`src/rtl/bf_pkg.sv`:
```
// Brainfuck opcode constants and helpers, shared by the program loader and the core decoder.
package bf_pkg;

    localparam logic [7:0] OP_INC   = 8'h2B;  // +
    localparam logic [7:0] OP_DEC   = 8'h2D;  // -
    localparam logic [7:0] OP_LEFT  = 8'h3C;  // <
    localparam logic [7:0] OP_RIGHT = 8'h3E;  // >
    localparam logic [7:0] OP_LOOP  = 8'h5B;  // [
    localparam logic [7:0] OP_END   = 8'h5D;  // ]
    localparam logic [7:0] OP_OUT   = 8'h2E;  // .
    localparam logic [7:0] OP_IN    = 8'h2C;  // ,
    localparam logic [7:0] OP_HALT  = 8'h00;

    typedef enum logic [1:0] {
        ST_IDLE,
        ST_LOAD,
        ST_TERM,
        ST_DONE
    } load_state_t;

    function automatic logic is_opcode(input logic [7:0] b);
        case (b)
            OP_INC, OP_DEC, OP_LEFT, OP_RIGHT,
            OP_LOOP, OP_END, OP_OUT, OP_IN: is_opcode = 1'b1;
            default:                        is_opcode = 1'b0;
        endcase
    endfunction

endpackage

```
`src/rtl/bf_bracket_check.sv`:
```
// Bracket nesting tracker: depth counter plus a sticky imbalance flag.
module bf_bracket_check #(
    parameter int DEPTH_WIDTH = 11
) (
    input  logic clk,
    input  logic rst_n,
    input  logic clear,
    input  logic inc,
    input  logic dec,
    input  logic final_check,
    output logic err
);

    logic [DEPTH_WIDTH-1:0] depth_q, depth_d;
    logic                   err_q, err_d;

    always_comb begin
        depth_d = depth_q;
        err_d   = err_q;
        if (clear) begin
            depth_d = '0;
            err_d   = 1'b0;
        end else begin
            if (inc) begin
                depth_d = depth_q + 1'b1;
            end else if (dec) begin
                // A stray ']' is flagged but the counter never goes negative.
                if (depth_q == '0) err_d = 1'b1;
                else               depth_d = depth_q - 1'b1;
            end
            if (final_check && depth_q != '0) err_d = 1'b1;
        end
    end

    always_ff @(posedge clk or negedge rst_n) begin
        if (!rst_n) begin
            depth_q <= '0;
            err_q   <= 1'b0;
        end else begin
            depth_q <= depth_d;
            err_q   <= err_d;
        end
    end

    assign err = err_q;

endmodule

```
`src/rtl/bf_program_loader.sv`:
```
// Filters UART bytes down to Brainfuck opcodes and writes them, plus a 0x00 terminator,
// into the program BRAM; reports length, overflow and bracket imbalance.
module bf_program_loader
    import bf_pkg::*;
#(
    parameter int         ADDR_WIDTH = 10,
    parameter logic [7:0] END_CHAR   = 8'h21
) (
    input  logic                  clk,
    input  logic                  rst_n,
    input  logic                  start,
    input  logic [7:0]            rx_data,
    input  logic                  rx_valid,
    output logic                  mem_we,
    output logic [ADDR_WIDTH-1:0] mem_addr,
    output logic [7:0]            mem_wdata,
    output logic                  busy,
    output logic                  done,
    output logic [ADDR_WIDTH:0]   prog_len,
    output logic                  err_overflow,
    output logic                  err_unbalanced
);

    // The top word is kept free so the terminator always has somewhere to go.
    localparam logic [ADDR_WIDTH:0] OP_LIMIT = (ADDR_WIDTH+1)'((1 << ADDR_WIDTH) - 1);

    load_state_t           state_q, state_d;
    logic [ADDR_WIDTH:0]   prog_len_q, prog_len_d;
    logic                  mem_we_q, mem_we_d;
    logic [ADDR_WIDTH-1:0] mem_addr_q, mem_addr_d;
    logic [7:0]            mem_wdata_q, mem_wdata_d;
    logic                  busy_q, busy_d;
    logic                  done_q, done_d;
    logic                  err_overflow_q, err_overflow_d;
    logic                  chk_clear, chk_inc, chk_dec, chk_final;

    always_comb begin
        state_d        = state_q;
        prog_len_d     = prog_len_q;
        mem_we_d       = 1'b0;
        mem_addr_d     = mem_addr_q;
        mem_wdata_d    = mem_wdata_q;
        done_d         = done_q;
        err_overflow_d = err_overflow_q;
        chk_clear      = 1'b0;
        chk_inc        = 1'b0;
        chk_dec        = 1'b0;
        chk_final      = 1'b0;

        case (state_q)
            ST_IDLE, ST_DONE: begin
                if (start) begin
                    state_d        = ST_LOAD;
                    prog_len_d     = '0;
                    err_overflow_d = 1'b0;
                    done_d         = 1'b0;
                    chk_clear      = 1'b1;
                end
            end
            ST_LOAD: begin
                if (rx_valid) begin
                    if (rx_data == END_CHAR) begin
                        state_d     = ST_TERM;
                        mem_we_d    = 1'b1;
                        mem_addr_d  = prog_len_q[ADDR_WIDTH-1:0];
                        mem_wdata_d = OP_HALT;
                        chk_final   = 1'b1;
                    end else if (is_opcode(rx_data)) begin
                        if (prog_len_q == OP_LIMIT) begin
                            err_overflow_d = 1'b1;
                        end else begin
                            mem_we_d    = 1'b1;
                            mem_addr_d  = prog_len_q[ADDR_WIDTH-1:0];
                            mem_wdata_d = rx_data;
                            prog_len_d  = prog_len_q + 1'b1;
                            chk_inc     = (rx_data == OP_LOOP);
                            chk_dec     = (rx_data == OP_END);
                        end
                    end
                end
            end
            ST_TERM: begin
                state_d = ST_DONE;
                done_d  = 1'b1;
            end
            default: state_d = ST_IDLE;
        endcase

        busy_d = (state_d == ST_LOAD) || (state_d == ST_TERM);
    end

    always_ff @(posedge clk or negedge rst_n) begin
        if (!rst_n) begin
            state_q        <= ST_IDLE;
            prog_len_q     <= '0;
            mem_we_q       <= 1'b0;
            mem_addr_q     <= '0;
            mem_wdata_q    <= '0;
            busy_q         <= 1'b0;
            done_q         <= 1'b0;
            err_overflow_q <= 1'b0;
        end else begin
            state_q        <= state_d;
            prog_len_q     <= prog_len_d;
            mem_we_q       <= mem_we_d;
            mem_addr_q     <= mem_addr_d;
            mem_wdata_q    <= mem_wdata_d;
            busy_q         <= busy_d;
            done_q         <= done_d;
            err_overflow_q <= err_overflow_d;
        end
    end

    bf_bracket_check #(
        .DEPTH_WIDTH(ADDR_WIDTH + 1)
    ) u_bracket_check (
        .clk         (clk),
        .rst_n       (rst_n),
        .clear       (chk_clear),
        .inc         (chk_inc),
        .dec         (chk_dec),
        .final_check (chk_final),
        .err         (err_unbalanced)
    );

    assign mem_we       = mem_we_q;
    assign mem_addr     = mem_addr_q;
    assign mem_wdata    = mem_wdata_q;
    assign busy         = busy_q;
    assign done         = done_q;
    assign prog_len     = prog_len_q;
    assign err_overflow = err_overflow_q;

endmodule

```
`config.mk`:
```
export PLATFORM = sky130hd
export DESIGN_NAME = bf_program_loader
export DESIGN_NICKNAME = d
export VERILOG_FILES = /design/src/rtl/bf_pkg.sv /design/src/rtl/bf_bracket_check.sv /design/src/rtl/bf_program_loader.sv
export SDC_FILE = /design/constraint.sdc
export NUM_CORES = 1
export LEC_CHECK = 0
export BUFFER_PORTS_ARGS = -buffer_cell sky130_fd_sc_hd__buf_4
export CORE_ASPECT_RATIO = 1.5
export CORE_UTILIZATION = 30
export CTS_BUF_LIST = sky130_fd_sc_hd__clkbuf_2 sky130_fd_sc_hd__clkbuf_4 sky130_fd_sc_hd__clkbuf_8
export DETAILED_ROUTE_END_ITERATION = 8
export MAX_ROUTING_LAYER = met4
export PLACE_DENSITY = 0.56
export SYNTH_ARGS = -nofsm -noshare
export SYNTH_HDL_FRONTEND = slang
export SYNTH_SLANG_ARGS = --single-unit
```
`constraint.sdc`:
```
create_clock -name clk -period 4.3 [get_ports clk]
set_clock_uncertainty 0.15 [all_clocks]
set_input_delay 0.86 -clock clk [delete_from_list [all_inputs] [get_ports clk]]
set_output_delay 0.86 -clock clk [all_outputs]
set_load 0.01 [all_outputs]
```
==> summary.md, run 1 <==
| Metric | Value |
|---|---|
| Status | completed |
| Final std cells w/o fill | 439 |
| Hold Path Sink | mem_wdata[3] |
| Setup violators final | 0 |
| Clock power share | 23.5% |
| Core area | 8828 µm² |
| Hold path startpoint | mem_wdata[3] |
| ANT cells | 0 |
| Number of synthesized flops with an enable pin | 0 |
| RSZ-0062 raised after global routing | no |
| Vias | 2218 |
| Final GP Congestion | 0.9059 |
| CTS Hold Bufs | 0 |
| CTS resizes | 0 |
| DR iter-0 viols | 120 |
| Synth cell count leaders | 47 x dfrtp_1, 26 x nor2_1, 25 x nand2_1 |
| Flop pwr share | 45.6% |
| Vias/cell | 5.052 |
| CP Max Fanout | 6 |
| Synth Flop Type | dfrtp_1 |
| Synthesized area | 2721 µm² |
| Largest net degree at the start of global routing | 48 |
| Gate power share | 30.9% |
| CTS tree | yes |
| Worst-Skew Late Latency | 0.31 ns |
| Hold Path Depth | 1 |
| Post-synthesis async set-or-reset flop share | 100.0% |
| Yosys warns | 0 |
| Initial antenna violation count | 0 |
| I/O Buffers | 45 |
| VDD IR-drop max | 0.0001870 V |
| Die area | 9464 µm² |
| Crit path time final | 3.858 ns |
| R2R Path Start | prog_len[0] |
| Count leader, synth | dfrtp_1 |
| Synth Area in Adders | 6.253% |
| CP delay by family, top | simple AND/OR/NAND/NOR gates |
| Crit-path cells | buf_4 > or3b_1 > a221oi_2 > nor2_2 > nor3_1 > nand3_1 > ha_1 > nor2b_1 > o2111ai_1 > a31oi_1 > o221ai_1 > and4_2 > mux2i_1 |
| Post-CTS setup buffers | 0 |
| Htree depth | 2 |
| CP arrival | 3.94 ns |
| Final Hold Viols | 0 |
| Root Buffer | clkbuf_8 |
| Cell accounting for the most synthesized area | dfrtp_1 |
| Max Cap Viol | 0 |
| Routed Antenna Nets | 0 |
| WS Path Type | primary input to flop |
| TritonCTS buffer count | 5 |
| Die Height | 118.7 µm |
| Register bit total from synthesis | 47 |
| Sequential area share after synthesis | 43.22% |
| Mux contribution to synthesized area | 8.736% |
| Overall Power | 1.176 mW |
| XOR/XNOR share of the synthesized area | 4.184% |
| First-pass GRT wire length | 11.18 mm |
| Post-DP HPWL | 5.035 mm |
| Peak Freq | 0.2592 GHz |
| IO Pins | 46 |
| Startpoint class of the critical path | primary input |
| Share of the synthesized area in the top cell type | 43.22% |
| Synth area leaders | dfrtp_1 43%, mux2_2 5.8%, ha_1 5.5% |
| R2R Setup Slk | 0.76 ns |
| Syn Inst Count | 273 |
| GR Overflow Total | 0 |
| Clock sinks | 47 |
| Initial Util | 30.82% |
| Int Power | 776.0 µW |
| FP Rows | 42 |
| Largest family of logic cells by synthesized area | simple AND/OR/NAND/NOR gates |
| Clock transition at path regs | 0.09 ns |
| Residual DRC count | 0 |
| Max transition margin | 54.90% |
| Leakage Power | 1.555 nW |
| Final cycle utilization of the critical path | 89.73% |
| Clock buffer depth | 2 |
| Worst reg2reg path endpoint | u_bracket_check.depth_q[10] |
| Ratio of cells with drive above 1 in the final layout | 28.27% |
| Hold Worst Slack | 0.3516 ns |
| Worst-margin pin slew | 0.6740 ns |
| Max stage delay cell, worst path | or3b_1 |
| Yosys cell types | 54 |
| Hold Path Class | flop to flop |
| Post-Route WL | 6.577 mm |
| Post-synthesis compound-gate area fraction | 11.91% |
| Area Overhead vs Synth | 21.43% |
| Worst reg-to-reg path cell count | 12 |
| Layout Nets | 353 |
| Placed cells | 431 |
| Post-synth net total | 298 |
| Power per cell area | 355.8 nW/µm² |
| Average instance area after synthesis | 9.968 µm² |
| CP Buf/Inv Count | 1 |
| Post-synthesis simple-gate area fraction | 22.80% |
| Final Max Slew Viols | 0 |
| Req. time, crit path | 4.39 ns |
| DRT Pass-1 Iters | 4 |
| Post-Route Utilization | 37.43% |
| Crit path capture type | flop |
| Setup TNS | 0 ns |
| Die X | 79.77 µm |
| Drt wl/cell | 14.98 µm |
| Vias in the first global route | 2309 |
| Sw Pwr | 399.6 µW |
| Total GRT Usage | 15.63% |
| Sw Ratio | 33.99% |
| Critical Path Max Stage Delay | 0.40 ns |
state kept, by name, indices dropped and copies added (netlist names):
signal	cells
done	1
u_bracket_check.depth_q	11
mem_addr	10
err_overflow	1
u_bracket_check.err	1
busy	1
prog_len	11
mem_we	1
state_q	2
mem_wdata	8
worst max-delay path by stage:
stage	from	to	slack [ns]	cells after the start
detailed placement	rx_data[4]	u_bracket_check.depth_q[10]	0.12	13
global placement	rx_data[4]	u_bracket_check.depth_q[9]	0.21	14
CTS	rx_data[4]	u_bracket_check.depth_q[10]	0.44	13
global route	rx_data[4]	u_bracket_check.depth_q[10]	0.23	13
floorplan	rx_data[4]	u_bracket_check.depth_q[10]	0.22	12
finish	rx_data[4]	u_bracket_check.depth_q[10]	0.44	13
layout make-up:
| type | instances | area [µm²] |
|---|---|---|
| fillers | 901 | 5524 |
| multi-input cells | 211 | 1466 |
| flip-flops and latches | 47 | 1176 |
| repair buffers | 53 | 397.9 |
| well taps | 110 | 137.6 |
| clock buffers | 7 | 83.83 |
| inverters | 10 | 37.54 |
| clock inverters | 1 | 5.005 |
routing by layer:
metal | GRT usage [%] | routed length (µm) | part of all wire (%) | up-vias
li1 | - | - | - | 1085
met2 | 27.40 | 3590 | 55 | 49
met3 | 2.471 | 204 | 3.1 | 12
met4 | 6.027 | 175 | 2.7 | 0
met1 | 17.39 | 2608 | 40 | 1072
met5 | - | 0 | 0 | -
metrics by stage:
| step | cell area [µm²] | setup slack (ns) |
|---|---|---|
| after floorplan | 2721 | 0.2214 |
| after global placement | 3216 | 0.2121 |
| after detailed placement | 3216 | 0.1214 |
| after CTS | 3304 | 0.4364 |
| after global routing | 3304 | 0.2309 |
| final | 3304 | 0.4415 |
power by group through the flow:
stage                     clock network (mW)  registers [mW]  logic (mW)
after floorplan                            0           0.560       0.200
after global placement                     0           0.546       0.364
after detailed placement                   0           0.546       0.371
after CTS                              0.288           0.538       0.373
after global routing                   0.305           0.547       0.404
final                                  0.276           0.537       0.363
cell usage in the layout, fill, tap and decap left out, types with 4 or more instances in the layout:
cell      instances
buf_4            53
dfrtp_1          47
nor2_1           26
nand2_1          25
mux2_2           14
nand3_1          13
a21oi_1          13
ha_1             12
inv_1            10
xnor2_1          10
o21ai_0           8
mux2i_1           8
nand2b_1          6
o22ai_1           5
clkbuf_8          5
and3_1            4
nor3_1            4
nor4_1            4
and2_1            4
cell families after synthesis:
kind of cell / count (synthesis)
AOI/OAI and AO/OA: 49
xor gates and xnor gates: 13
adders and majority gates: 13
buffers and inverters: 15
DFF: 47
muxes: 22
and+or+nand+nor: 114
(Power assumes the default switching activity.)
==> run 2, diff against run 1 <==
ABC_CLOCK_PERIOD_IN_PS = 4300   (was unset)
CORE_ASPECT_RATIO = 0.9   (was 1.5)
==> run 2 against run 1 <==
  * Sequential power is essentially flat
  * Maximum frequency fell by 1.2%
  * Flip-flop and latch count did not move
  * First-iteration DRC count down 28%
  * Worst hold slack better by 0.010 ns
  * Critical endpoint unchanged
  * Count of clock-buffer cells in the layout fell by 1
  * Routed wire length fell by 9.1%
  * Setup slack got worse by 0.046 ns
  * Non-clock buffer count fell by 4
  * Cell area is 0.57% lower
==> summary.md, run 2 (synthesis results as in run 1) <==
| Metric | Value |
|---|---|
| Status | completed (unchanged) |
| GR Overflow Total | 0 (unchanged) |
| Root Buffer | clkbuf_8 (unchanged) |
| Final worst slack | 0.3960 ns (was 0.4415 ns) |
| Initial antenna violation count | 0 (unchanged) |
| Layout Nets | 349 (was 353) |
| Worst-margin pin slew | 0.7212 ns (was 0.6740 ns) |
| Power per cell area | 352.2 nW/µm² (was 355.8 nW/µm²) |
| Placed cells | 436 (was 431) |
| Vias in the first global route | 2027 (was 2309) |
| Post-DP HPWL | 4.419 mm (was 5.035 mm) |
| Routed Antenna Nets | 0 (unchanged) |
| Clock sinks | 47 (unchanged) |
| Hold Path Class | flop to flop (unchanged) |
| I/O Buffers | 45 (unchanged) |
| Max stage delay cell, worst path | or3b_1 (unchanged) |
| Core area | 8688 µm² (was 8828 µm²) |
| Max transition margin | 51.74% (was 54.90%) |
| Placed instance area | 3197 µm² (was 3216 µm²) |
| Overall Power | 1.157 mW (was 1.176 mW) |
| Most frequent cells in the layout | 49 x buf_4, 47 x dfrtp_1, 26 x nor2_1 (was 53 x buf_4, 47 x dfrtp_1, 26 x nor2_1) |
| Largest net degree at the start of global routing | 48 (unchanged) |
| FP Rows | 32 (was 42) |
| CTS tree | yes (unchanged) |
| Met3 Resource Use GR | 1.811% (was 2.471%) |
| Leakage Power | 1.534 nW (was 1.555 nW) |
| Most used routing layer | met1 (was met2) |
| ANT cells | 0 (unchanged) |
| Crit path time final | 3.904 ns (was 3.858 ns) |
| Area of the multi-input gates | 1466 µm² (unchanged) |
| Residual DRC count | 0 (unchanged) |
| Critical path depth | 14 (was 13) |
| WS Path Type | primary input to flop (unchanged) |
| Vias/cell | 4.860 (was 5.052) |
| Final Max Slew Viols | 0 (unchanged) |
| Post-Route Utilization | 37.82% (was 37.43%) |
| VDD IR-drop max | 0.0001641 V (was 0.0001870 V) |
| Die X | 102.4 µm (was 79.77 µm) |
| Total GRT Usage | 13.62% (was 15.63%) |
| Die area | 9457 µm² (was 9464 µm²) |
| CP Buf/Inv Count | 2 (was 1) |
| Req. time, crit path | 4.37 ns (was 4.39 ns) |
| Clock transition at path regs | 0.09 ns (about the same) |
| CTS resizes | 0 (unchanged) |
| Startpoint class of the critical path | primary input (unchanged) |
| Hold Worst Slack | 0.3618 ns (was 0.3516 ns) |
| RSZ-0062 raised after global routing | no (unchanged) |
| CP arrival | 3.97 ns (was 3.94 ns) |
| CTS Hold Bufs | 0 (unchanged) |
| Clock buffer depth | 2 (unchanged) |
| CP Max Fanout | 10 (was 6) |
| IO Pins | 46 (unchanged) |
| Critical Path Max Stage Delay | 0.39 ns (was 0.40 ns) |
| Setup violators final | 0 (unchanged) |
| Hold Path Depth | 1 (unchanged) |
| DR iter-0 viols | 86 (was 120) |
| Fill cells | 892 (was 901) |
| Pre-CTS setup slack | 0.1095 ns (was 0.1214 ns) |
| Final Hold Viols | 0 (unchanged) |
| Initial Util | 31.32% (was 30.82%) |
| Die Height | 92.36 µm (was 118.7 µm) |
| Final cycle utilization of the critical path | 90.79% (was 89.73%) |
| Post-Route WL | 5.977 mm (was 6.577 mm) |
| First-pass GRT wire length | 9.915 mm (was 11.18 mm) |
| Cell mode on critical path | buf_4 |
| Setup TNS | 0 ns (unchanged) |
| TritonCTS buffer count | 5 (unchanged) |
| Met1 usage | 21.05% (was 17.39%) |
| Htree depth | 2 (unchanged) |
| Peak Freq | 0.2561 GHz (was 0.2592 GHz) |
| Drt wl/cell | 13.46 µm (was 14.98 µm) |
| Final GP Congestion | 0.8246 (was 0.9059) |
| Crit-path cells | buf_4 > or3b_1 > a221oi_2 > nor2_2 > nor3_1 > nand3_1 > buf_4 > ha_1 > nor2b_1 > o2111ai_1 > a31oi_1 > o221ai_1 > and4_2 > mux2i_1 (was buf_4 > or3b_1 > a221oi_2 > nor2_2 > nor3_1 > nand3_1 > ha_1 > nor2b_1 > o2111ai_1 > a31oi_1 > o221ai_1 > and4_2 > mux2i_1) |
| Worst reg-to-reg path cell count | 13 (was 12) |
| Sequential Area | 1176 µm² (unchanged) |
| Crit path capture type | flop (unchanged) |
| Max Cap Viol | 0 (unchanged) |
| Ratio of cells with drive above 1 in the final layout | 27.38% (was 28.27%) |
| Post-CTS setup buffers | 0 (unchanged) |
| DRT Pass-1 Iters | 4 (unchanged) |
| Final std cells w/o fill | 444 (was 439) |
| Worst-Skew Late Latency | 0.29 ns (was 0.31 ns) |
| Commonest non-fill, non-tap cell in the layout | buf_4 (unchanged) |
| Area Overhead vs Synth | 20.74% (was 21.43%) |
| Cell area after layout | 3286 µm² (was 3304 µm²) |
| CP delay by family, top | simple AND/OR/NAND/NOR gates (unchanged) |
| Met2 Resource Use GR | 18.29% (was 27.40%) |
| Vias | 2158 (was 2218) |
==> run 2: changes by cell type in the layout (fill, tap and decap cells not counted) <==
cell,before,now
clkbuf_4,2,1
clkinvlp_4,0,1
buf_4,53,49
==> run 2: area by class of cell <==
type / count / area share (%)
clock buffer: 6 / 2.323
clock inverter: 2 / 0.3808
inverter: 10 / 1.142
multi-input combinational: 211 / 44.63
sequential: 47 / 35.80
tap: 119 / 4.532
timing repair buffer: 49 / 11.20
==> run 2: report_power, final <==
group / switching (mW) / total, mW / internal (mW)
Sequential: 0.0425 / 0.538 / 0.495
Combinational: 0.203 / 0.352 / 0.149
Clock: 0.148 / 0.268 / 0.120
==> run 2: worst register-to-register path, cell delays in order (launching register included) <==
cell       delay, ns
dfrtp_1         0.44
ha_1            0.27
and4b_2         0.25
and3_1          0.24
nor3_1          0.28
nand3_1         0.11
buf_4           0.19
ha_1            0.36
nor2b_1         0.17
o2111ai_1       0.33
a31oi_1         0.13
o221ai_1        0.14
and4_2          0.24
mux2i_1         0.18
==> run 2: worst paths after layout <==
kind / start / endpoint / slack, ns
setup / recovery: rx_data[4] / u_bracket_check.depth_q[10] / 0.40
hold / removal: mem_addr[4] / mem_addr[4] / 0.36
setup reg to reg: prog_len[0] / u_bracket_check.depth_q[10] / 0.74
hold reg to reg: mem_addr[4] / mem_addr[4] / 0.36
max in group asynchronous: rst_n / prog_len[10] / 3.18
min in group asynchronous: rst_n / mem_addr[6] / 0.42
==> run 2: layer usage <==
| metal | wire (µm) | part of all wire [%] | vias to the layer above |
|---|---|---|---|
| li1 | - | - | 1090 |
| met1 | 3264 | 55 | 1019 |
| met2 | 2412 | 40 | 43 |
| met3 | 213 | 3.6 | 6 |
| met4 | 87 | 1.5 | 0 |
| met5 | 0 | 0 | - |
